File: src/rtl/fetch_sequencer.sv
// Fetch sequencer: owns the word PC, issues one imem request at a time and buffers the result for decode.
// Optional performance counters are enabled with `define FETCH_SEQ_PERF_EN.
module fetch_sequencer #(
  parameter int               WIDTH     = 30,
  parameter logic [WIDTH-1:0] RESET_VEC = '0
) (
  input  logic             clk,
  input  logic             rst_n,
  input  logic             redirect_valid,
  input  logic [WIDTH-1:0] redirect_addr,
  output logic             imem_req_valid,
  output logic [WIDTH-1:0] imem_req_addr,
  input  logic             imem_req_ready,
  input  logic             imem_rsp_valid,
  input  logic [31:0]      imem_rsp_data,
  output logic             inst_valid,
  output logic [31:0]      inst_data,
  output logic [WIDTH-1:0] inst_pc,
  output logic [WIDTH-1:0] inst_npc,
`ifdef FETCH_SEQ_PERF_EN
  output logic [31:0]      perf_fetched,
  output logic [31:0]      perf_squashed,
`endif
  input  logic             inst_ready
);

  typedef enum logic [2:0] {
    S_BOOT,
    S_REQ,
    S_WAIT,
    S_HOLD,
    S_DRAIN
  } state_t;

  localparam logic [WIDTH-1:0] ONE = {{(WIDTH-1){1'b0}}, 1'b1};

  state_t           state;
  logic [WIDTH-1:0] pc;
  logic [31:0]      buf_data;
  logic [WIDTH-1:0] buf_pc;

  // A redirect always retargets pc; the state decides whether an in-flight response becomes stale.
  always_ff @(posedge clk or negedge rst_n) begin
    if (!rst_n) begin
      state    <= S_BOOT;
      pc       <= RESET_VEC;
      buf_data <= '0;
      buf_pc   <= RESET_VEC;
    end else begin
      if (redirect_valid)
        pc <= redirect_addr;
      case (state)
        S_BOOT:
          state <= S_REQ;
        S_REQ:
          if (imem_req_ready)
            state <= redirect_valid ? S_DRAIN : S_WAIT;
        S_WAIT:
          if (imem_rsp_valid) begin
            if (redirect_valid) begin
              state <= S_REQ;
            end else begin
              buf_data <= imem_rsp_data;
              buf_pc   <= pc;
              state    <= S_HOLD;
            end
          end else if (redirect_valid) begin
            state <= S_DRAIN;
          end
        S_HOLD:
          if (redirect_valid) begin
            state <= S_REQ;
          end else if (inst_ready) begin
            pc    <= pc + ONE;
            state <= S_REQ;
          end
        S_DRAIN:
          if (imem_rsp_valid)
            state <= S_REQ;
        default:
          state <= S_BOOT;
      endcase
    end
  end

  assign imem_req_valid = (state == S_REQ);
  assign imem_req_addr  = pc;
  assign inst_valid     = (state == S_HOLD);
  assign inst_data      = buf_data;
  assign inst_pc        = buf_pc;
  assign inst_npc       = buf_pc + ONE;

`ifdef FETCH_SEQ_PERF_EN
  logic fetched_evt;
  logic squashed_evt;

  // Squashes cover stale responses (in DRAIN, or in WAIT alongside a redirect) and redirected HOLD instructions.
  always_comb begin
    fetched_evt  = (state == S_HOLD) && inst_ready && !redirect_valid;
    squashed_evt = ((state == S_DRAIN) && imem_rsp_valid) ||
                   ((state == S_WAIT) && imem_rsp_valid && redirect_valid) ||
                   ((state == S_HOLD) && redirect_valid);
  end

  always_ff @(posedge clk or negedge rst_n) begin
    if (!rst_n) begin
      perf_fetched  <= '0;
      perf_squashed <= '0;
    end else begin
      if (fetched_evt)
        perf_fetched <= perf_fetched + 32'd1;
      if (squashed_evt)
        perf_squashed <= perf_squashed + 32'd1;
    end
  end
`endif

endmodule
File: config.mk
export PLATFORM = sky130hd
export DESIGN_NAME = fetch_sequencer
export DESIGN_NICKNAME = d
export VERILOG_FILES = /design/src/rtl/fetch_sequencer.sv
export SDC_FILE = /design/constraint.sdc
export NUM_CORES = 1
export LEC_CHECK = 0
export ABC_AREA = 1
export ABC_CLOCK_PERIOD_IN_PS = 1900
export BUFFER_PORTS_ARGS = -buffer_cell sky130_fd_sc_hd__buf_2
export CAP_MARGIN = 15
export CORE_MARGIN = 2
export CORE_UTILIZATION = 50
export DETAILED_ROUTE_END_ITERATION = 7
export PLACE_DENSITY_LB_ADDON = 0.08
export SYNTH_ARGS = -nofsm -noshare
export SYNTH_HDL_FRONTEND = slang
export SYNTH_SLANG_ARGS = --single-unit
File: constraint.sdc
create_clock -name clk -period 1.9 [get_ports clk]
set_input_delay 0.095 -clock clk [delete_from_list [all_inputs] [get_ports clk]]
set_output_delay 0.095 -clock clk [all_outputs]
set_load 0.02 [all_outputs]
Yosys cells after proc, flatten, opt, wreduce, memory -nomap -nowiden
Cells that the tools add are included.
Widths: inputs -> output; s select.

operators by class
  divide/modulo/power cells = 0
  $add $sub $neg = 2
  eq/ne operators = 8
  bitwise logic cells = 1
  shift operators = 0
  reduce and logical (&&, ||, !) cells = 3
  order comparisons = 0
  mux-type cells = 13
  multipliers = 0

operators by type and width
  cell                   number
  $mux 30                4
  $add 30x1->30 const B  2
  $mux 3                 7
  $pmux 3 s5             1
  $eq 3x2->1 const B     2
  $reduce_and 4->1       1
  $eq 3x1->1 const B     1
  $eq 3x3->1 const B     1
  $logic_not 3->1        1
  $ne 3x2->1 const B     1
  $ne 3x3->1 const B     1
  $reduce_and 3->1       1
  $mux 2                 1
  $ne 2x1->1 const B     1
  $ne 2x2->1 const B     1
  $not 1->1              1

word-level totals
  register bits = 95
  bits in read-only memories = 0
  bits in writable memories = 0
  memories = 0
  bits of input ports = 68
  output and inout port bits = 124
  word-level logic and storage cells = 31
  latch bits = 0

Longest topological paths before layout
Gate-level depths: netlist of the first run.

  depth after elaboration = 4
  mapped depth = 10
  gate-level depth less buffers = 10

Least setup slack after synthesis of the first run
OpenSTA, ideal clock, no wires.

  path type = flip-flop to output port
  start = register buf_pc[1], in the netlist inst_pc[1]
  end = output inst_npc[18]
  required time = 1805 ps
  setup slack = 122 ps
  arrival time = 1683 ps
  buffers on the path = 0
  cell stages (with the launch flop) = 9
  path through = dfrtp_1 -> ha_1 -> inv_1 -> nor2_2 -> nand2_1 -> inv_2 -> nand2_2 -> nor2_2 -> xor2_1

on the way
  longest elaborated chain between the ends = 1

ends and longest elaborated chain
  item                      RTL line  text
  start: declaration        40        logic [WIDTH-1:0] buf_pc;
  start signal: assignment  64        buf_pc <= pc;
  $add 30x1->30             91        assign inst_npc = buf_pc + ONE;
  end: declaration          19        output logic [WIDTH-1:0] inst_npc,

Every way passes these cells.

Worst setup path after layout of the first run
  start = register buf_pc[0], in the netlist inst_pc[0]
  end = output inst_npc[22]

The elaborated chain is that of the path after synthesis.

==> metrics.cfg, run 1 <==
[critical_path]
cp-end-kind = output pin
arrival_ns = 1.83
r2r_slack_ns = 0.22
crit_type = reg -> out
crit_fanout = 4
required_ns = 1.80
r2r_start = imem_req_addr[1]
crit_path_start_kind = flop
r2r-end = imem_req_addr[18]
rr_worst_depth = 9

[sta]
finalCriticalPeriod_ns = 1.93
hold_viol = 0
slew_headroom = 0.469
tightest_slew_ns = 0.797
finalCritPeriodShare = 1.01
worst_slack_ns = -0.0273
fin_skew_ns = 0.0142
rsz0062_at_grt = true
fmax_mhz = 519
drv_slew = 0
fin_setup_tns_ns = -0.134
whs_ns = 0.00649
finalSetupViolCount = 9

[clock_tree]
clock_sinks = 95
path_clk_slew_ns = 0.08
clock_latency_ns = 0.35
cts_inserted_buffers = 9
cts_tree = yes
cts_max_level = 3
clockBufferDepth = 2
cts-root-buf = clkbuf_16

[floorplan]
boundaryPins = 192
fp.dieH_um = 111
start_util = 0.518
placementRows = 38
die_x_um = 111
core_area_um2 = 11000
dieArea_um2 = 12300

[status]
status = finished, violations left
violations = negative setup slack

[global_route]
grt_max_degree = 96
grt.total_usage = 0.276
grt_pass1_wl_mm = 27.5
antenna_found_initial = 0
grt_pass1_vias = 5615
grt_overflow = 0

[yosys]
ys_seq_area_frac = 0.418
ys_types = 34
synthArstFlopShare = 1.00
synth_ff_type = dfrtp_1
synth_area_per_cell_um2 = 7.22
synth_edf_count = 0
synth-seq-cells = 95
syn_area_um2 = 5690
syn-num-nets = 858
yosys_warnings = 0
syn_inst = 788

[drt]
via_per_inst = 5.01
routed_wl_mm = 17.1
drc = 0
firstDrtPassIters = 5
antenna_left = 0
route.vias.total = 5945
drt_iter0_markers = 359
wl_per_cell_um = 14.4

[placed_design]
pre_cts_ws_ns = 0.147
gp_congestion = 0.898
dp_hpwl_mm = 12.1
io_buffer_count = 191
placed_cell_area_um2 = 6810

[min_path]
whs_endpoint = imem_req_addr[7]
hp-class = in -> reg
hold_start = redirect_addr[7]
hold_depth = 3

[finish]
diodes = 0
nFillCells = 951
fin_area_um2 = 7910
area_delta_synth_final_pct = 38.9
layout-drive-gt1-share = 0.326
final_nets = 1111
final_common_cell = nand2_1
most-common-layout-cells = 291 x nand2_1, 172 x buf_2, 83 x dfrtp_1, 70 x inv_1, 63 x nor2_1

[power]
ir_worst_vdd_mv = 1.02
power.density_nw_per_um2 = 1390
leakage_uw = 0.00419
power_uw = 11000

[run]
drv_cap = 0

state kept, by name, indices dropped and copies added, names as in the netlist:
| register | flops |
|---|---|
| inst_data | 32 |
| imem_req_addr | 30 |
| inst_pc | 30 |
| state | 3 |
worst max-delay path, stage by stage (launching register included):
cell and delay [ns]:
dfrtp_1 0.40, ha_2 0.20, inv_2 0.04, nor2_4 0.16, buf_12 0.13, nand3_4 0.08
nor3_2 0.14, xor2_1 0.16, buf_4 0.16
layer usage:
layer | GRT usage | share of wire
met3 | 0.0448 | 0.055
met5 | 0 | 0
met1 | 0.383 | 0.45
met4 | 0.0700 | 0.016
met2 | 0.455 | 0.48
worst max path at each step:
stage	from	to	slack (ns)	cells past startpoint
floorplan	inst_pc[1]	inst_npc[18]	0.12	8
global placement	inst_pc[0]	inst_npc[16]	0.20	8
detailed placement	inst_pc[1]	inst_npc[26]	0.15	11
CTS	inst_pc[0]	inst_npc[26]	-0.04	11
global route	inst_pc[2]	inst_npc[27]	-0.15	10
finish	inst_pc[0]	inst_npc[22]	-0.03	8
final cells by class:
type,instances,area (um^2),area share
well taps,140,175,0.0221
inverters,79,302,0.0381
repair buffers,267,1720,0.217
flip-flops and latches,95,2390,0.302
clock buffers,9,225,0.0285
multi-input cells,589,3020,0.382
clock inverters,7,76.3,0.00965
synth_stat cells, types with 2 or more instances:
| library cell | instances | area share |
|---|---|---|
| buf_2 | 16 | 0.014 |
| dfrtp_1 | 95 | 0.42 |
| nor2_1 | 70 | 0.046 |
| a21oi_1 | 13 | 0.011 |
| nand3_1 | 33 | 0.029 |
| nor3_1 | 11 | 0.0097 |
| or2_0 | 3 | 0.0033 |
| nor2_2 | 9 | 0.0099 |
| nand2_1 | 297 | 0.20 |
| nor3_2 | 4 | 0.0070 |
| xnor2_1 | 7 | 0.011 |
| o211ai_1 | 10 | 0.013 |
| nand4_1 | 10 | 0.011 |
| a31oi_1 | 2 | 0.0022 |
| nand2_2 | 4 | 0.0044 |
| nor2_4 | 4 | 0.0079 |
| inv_1 | 71 | 0.047 |
| or2_2 | 2 | 0.0022 |
| o21ai_0 | 49 | 0.043 |
| inv_2 | 7 | 0.0046 |
| nand2_4 | 2 | 0.0040 |
| o21ai_2 | 20 | 0.031 |
| o21ai_1 | 2 | 0.0018 |
| buf_6 | 7 | 0.014 |
| ha_1 | 2 | 0.0044 |
| xor2_1 | 28 | 0.043 |
| nand3b_1 | 3 | 0.0040 |
cells by family after synthesis:
kind of cell             count (synthesis)  share of synthesized area
AND/OR/NAND/NOR                        455                      0.338
buffers and inverters                  104                     0.0824
AO/OA/AOI/OAI                           97                      0.104
flip-flops                              95                      0.418
XOR/XNOR                                35                     0.0538
adder cells (fa/ha/maj)                  2                    0.00439
metrics by stage:
| stage | cells | utilization |
|---|---|---|
| floorplan | 788 | - |
| detailed placement | 1113 | 0.620 |
| finish | 1186 | 0.720 |
| global route | 1186 | 0.720 |
| CTS | 1180 | 0.697 |
| global placement | 1113 | 0.620 |
what timing repair did:
item	in CTS	in global routing
gates cloned	0	0
pin swaps	7	18
endpoints found under the hold margin	129	0
endpoints found under the setup margin	15	23
buffers inserted	16	6
gates resized for setup	23	57
hold buffers	35	0
report_power, final:
part / internal, uW / switching, uW
sequential: 2830 / 787
combinational: 2020 / 3520
clock: 932 / 884
total: 5790 / 5190
Power figures use the tool's default switching activity.
==> run 2: changes to the inputs <==
ABC_AREA = default   (was 1)
==> run 2 against run 1 <==
The flow still finishes with violations (negative setup slack). Final area grew 1.3%. Sequential share of layout area decreased by 0.55 points. Register-to-register slack got worse by 0.32 ns. Clock skew is 0.0022 ns lower. Clock-buffer cell count up 1. Wire length shrank 3.5%. Largest power group unchanged.
==> metrics.cfg, run 2 <==
[status]
status = finished, violations left
violations = negative setup slack

[finish]
layout-drive-gt1-share = 0.527
largest_reg_flops = 32
post-route-util = 0.816
area_delta_synth_final_pct = 57.4
final_nets = 824
most-common-layout-cells = 172 x buf_2, 93 x dfrtp_1, 76 x buf_4, 64 x dlygate4sd3_1, 60 x mux2_4
final_common_cell = buf_2
fin_area_um2 = 8020
diodes = 0

[power]
power.density_nw_per_um2 = 1230
leakage_uw = 0.00410
ir_worst_vdd_mv = 0.802

[floorplan]
dieArea_um2 = 11000
core_area_um2 = 9820
boundaryPins = 192
start_util = 0.518
placementRows = 36
die_x_um = 105
fp.dieH_um = 105

[sta]
finalCriticalPeriod_ns = 2.13
whs_ns = 0.0291
drv_slew = 0
fmax_mhz = 469
hold_viol = 0
finalSetupViolCount = 79
rsz0062_at_grt = true
finalCritPeriodShare = 1.12
tightest_slew_ns = 0.476
worst_slack_ns = -0.230
slew_headroom = 0.681
fin_skew_ns = 0.0120

[clock_tree]
clockBufferDepth = 2
cts_max_level = 3
clock_sinks = 95
clock_latency_ns = 0.38
cts-root-buf = clkbuf_8
path_clk_slew_ns = 0.10
cts_inserted_buffers = 9
cts_tree = yes

[critical_path]
r2r-end = inst_data[7]
r2r_start = state[0]
rr_worst_depth = 4
crit_path_start_kind = flop
crit_type = reg -> out
arrival_ns = 2.03
cp-startpoint = inst_pc[0]
required_ns = 1.80
crit_fanout = 6
r2r_slack_ns = -0.10
cp-end-kind = output pin

[placed_design]
placed_cell_area_um2 = 6540
io_buffer_count = 191
dp_hpwl_mm = 10.3
gp_congestion = 0.876

[min_path]
hold_start = redirect_addr[14]
whs_endpoint = imem_req_addr[14]
hold_depth = 3
hp-class = in -> reg

[drt]
routed_wl_mm = 16.5
drt_iter0_markers = 200
wl_per_cell_um = 18.5
via_per_inst = 5.37
drc = 0
route.vias.total = 4790
antenna_left = 0
firstDrtPassIters = 5

[yosys]
yosys_warnings = 0
yosys.area.top_type = dfrtp_1
synth-seq-cells = 95
synth_edf_count = 0
syn-num-nets = 498
yosys-top-cells-area = dfrtp_1 47%, mux2_4 18%, xnor2_1 6.2%, nand2_1 3.0%, buf_12 2.4%
synth.top_cell.area_share = 0.467
syn_inst = 428
ys_seq_area_frac = 0.467
ys_types = 47
synth_ff_type = dfrtp_1
yosys.cell_count.top_type = dfrtp_1
syn_area_um2 = 5090
netlist_top_cells_count = 95 x dfrtp_1, 60 x mux2_4, 41 x nand2_1
synth_area_per_cell_um2 = 11.9
synthArstFlopShare = 1.00

[global_route]
grt_pass1_vias = 4689
antenna_found_initial = 0
grt.total_usage = 0.279
grt_pass1_wl_mm = 24.3
grt_overflow = 0
grt_max_degree = 51

[run]
drv_cap = 0

==> run 2: cell types whose count changed after synthesis, moves of 29 or more <==
cell,change
nand2_1,-256
inv_1,-64
mux2_4,+60
nor2_1,-57
o21ai_0,-34
xnor2_1,+29
==> run 2: layout make-up <==
cell class / count / area, um^2
Inverter: 8 / 36.3
Clock buffer: 10 / 138
Tap cell: 133 / 166
Fill cell: 616 / 1800
Multi-Input combinational cell: 307 / 2790
Timing Repair Buffer: 333 / 2430
Clock inverter: 6 / 68.8
Sequential cell: 95 / 2380
==> run 2: repair_timing <==
item | 4_1_cts | 5_1_grt
hold buffers | 64 | 0
buffers inserted | 3 | 14
resized for setup | 37 | 38
endpoints found under the hold margin | 90 | 0
gates cloned | 1 | 11
pin swaps | 4 | 11
endpoints found under the setup margin | 17 | 74
==> run 2: cells by family (layout without fill, tap and decap cells) <==
kind of cell | after synthesis | in the layout | share of synthesized area
xor+xnor | 47 | 47 | 0.0809
simple gates | 147 | 149 | 0.157
mux | 68 | 68 | 0.193
buf+inv | 28 | 357 | 0.0452
compound gates | 41 | 41 | 0.0521
flops | 95 | 95 | 0.467
fa+ha+maj | 2 | 2 | 0.00491
==> run 2: worst max-delay path by stage <==
stage                     depth (start not counted)             to
after detailed placement                          5  inst_data[23]
after CTS                                         8   inst_npc[25]
final                                             8   inst_npc[16]
after global routing                              8   inst_npc[16]
after global placement                            5  inst_data[24]
after floorplan                                   6   inst_npc[28]
==> run 2: critical path, cell delays in order, from the launching register on <==
cell,delay [ns]
dfrtp_2,0.40
ha_4,0.15
nand3_4,0.08
or2_4,0.27
nor2_4,0.08
buf_6,0.14
nand4_1,0.15
xnor2_2,0.22
buf_4,0.17
==> run 2: power breakdown <==
part / internal (uW) / switching [uW]
Combinational: 2510 / 2640
Clock: 651 / 743
Sequential: 2710 / 629
Total: 5870 / 4010
==> run 2: per-layer routing <==
metal / track usage / part of all wire / vias to the layer above
met1: 0.346 / 0.41 / 2383
li1: - / - / 2205
met4: 0.0724 / 0.018 / 0
met3: 0.0680 / 0.052 / 24
met5: 0 / 0 / -
met2: 0.487 / 0.52 / 178
==> run 2: stage by stage <==
step	cells	total power, uW	setup WS [ns]	TNS (ns)
6_report	892	9890	-0.230	-5.76
5_1_grt	892	10400	-0.321	-9.29
4_1_cts	868	9580	-0.209	-2.51
3_5_place_dp	784	7920	0.0223	0
3_3_place_gp	784	7800	0.0765	0
2_1_floorplan	428	6240	-0.0344	-0.0344
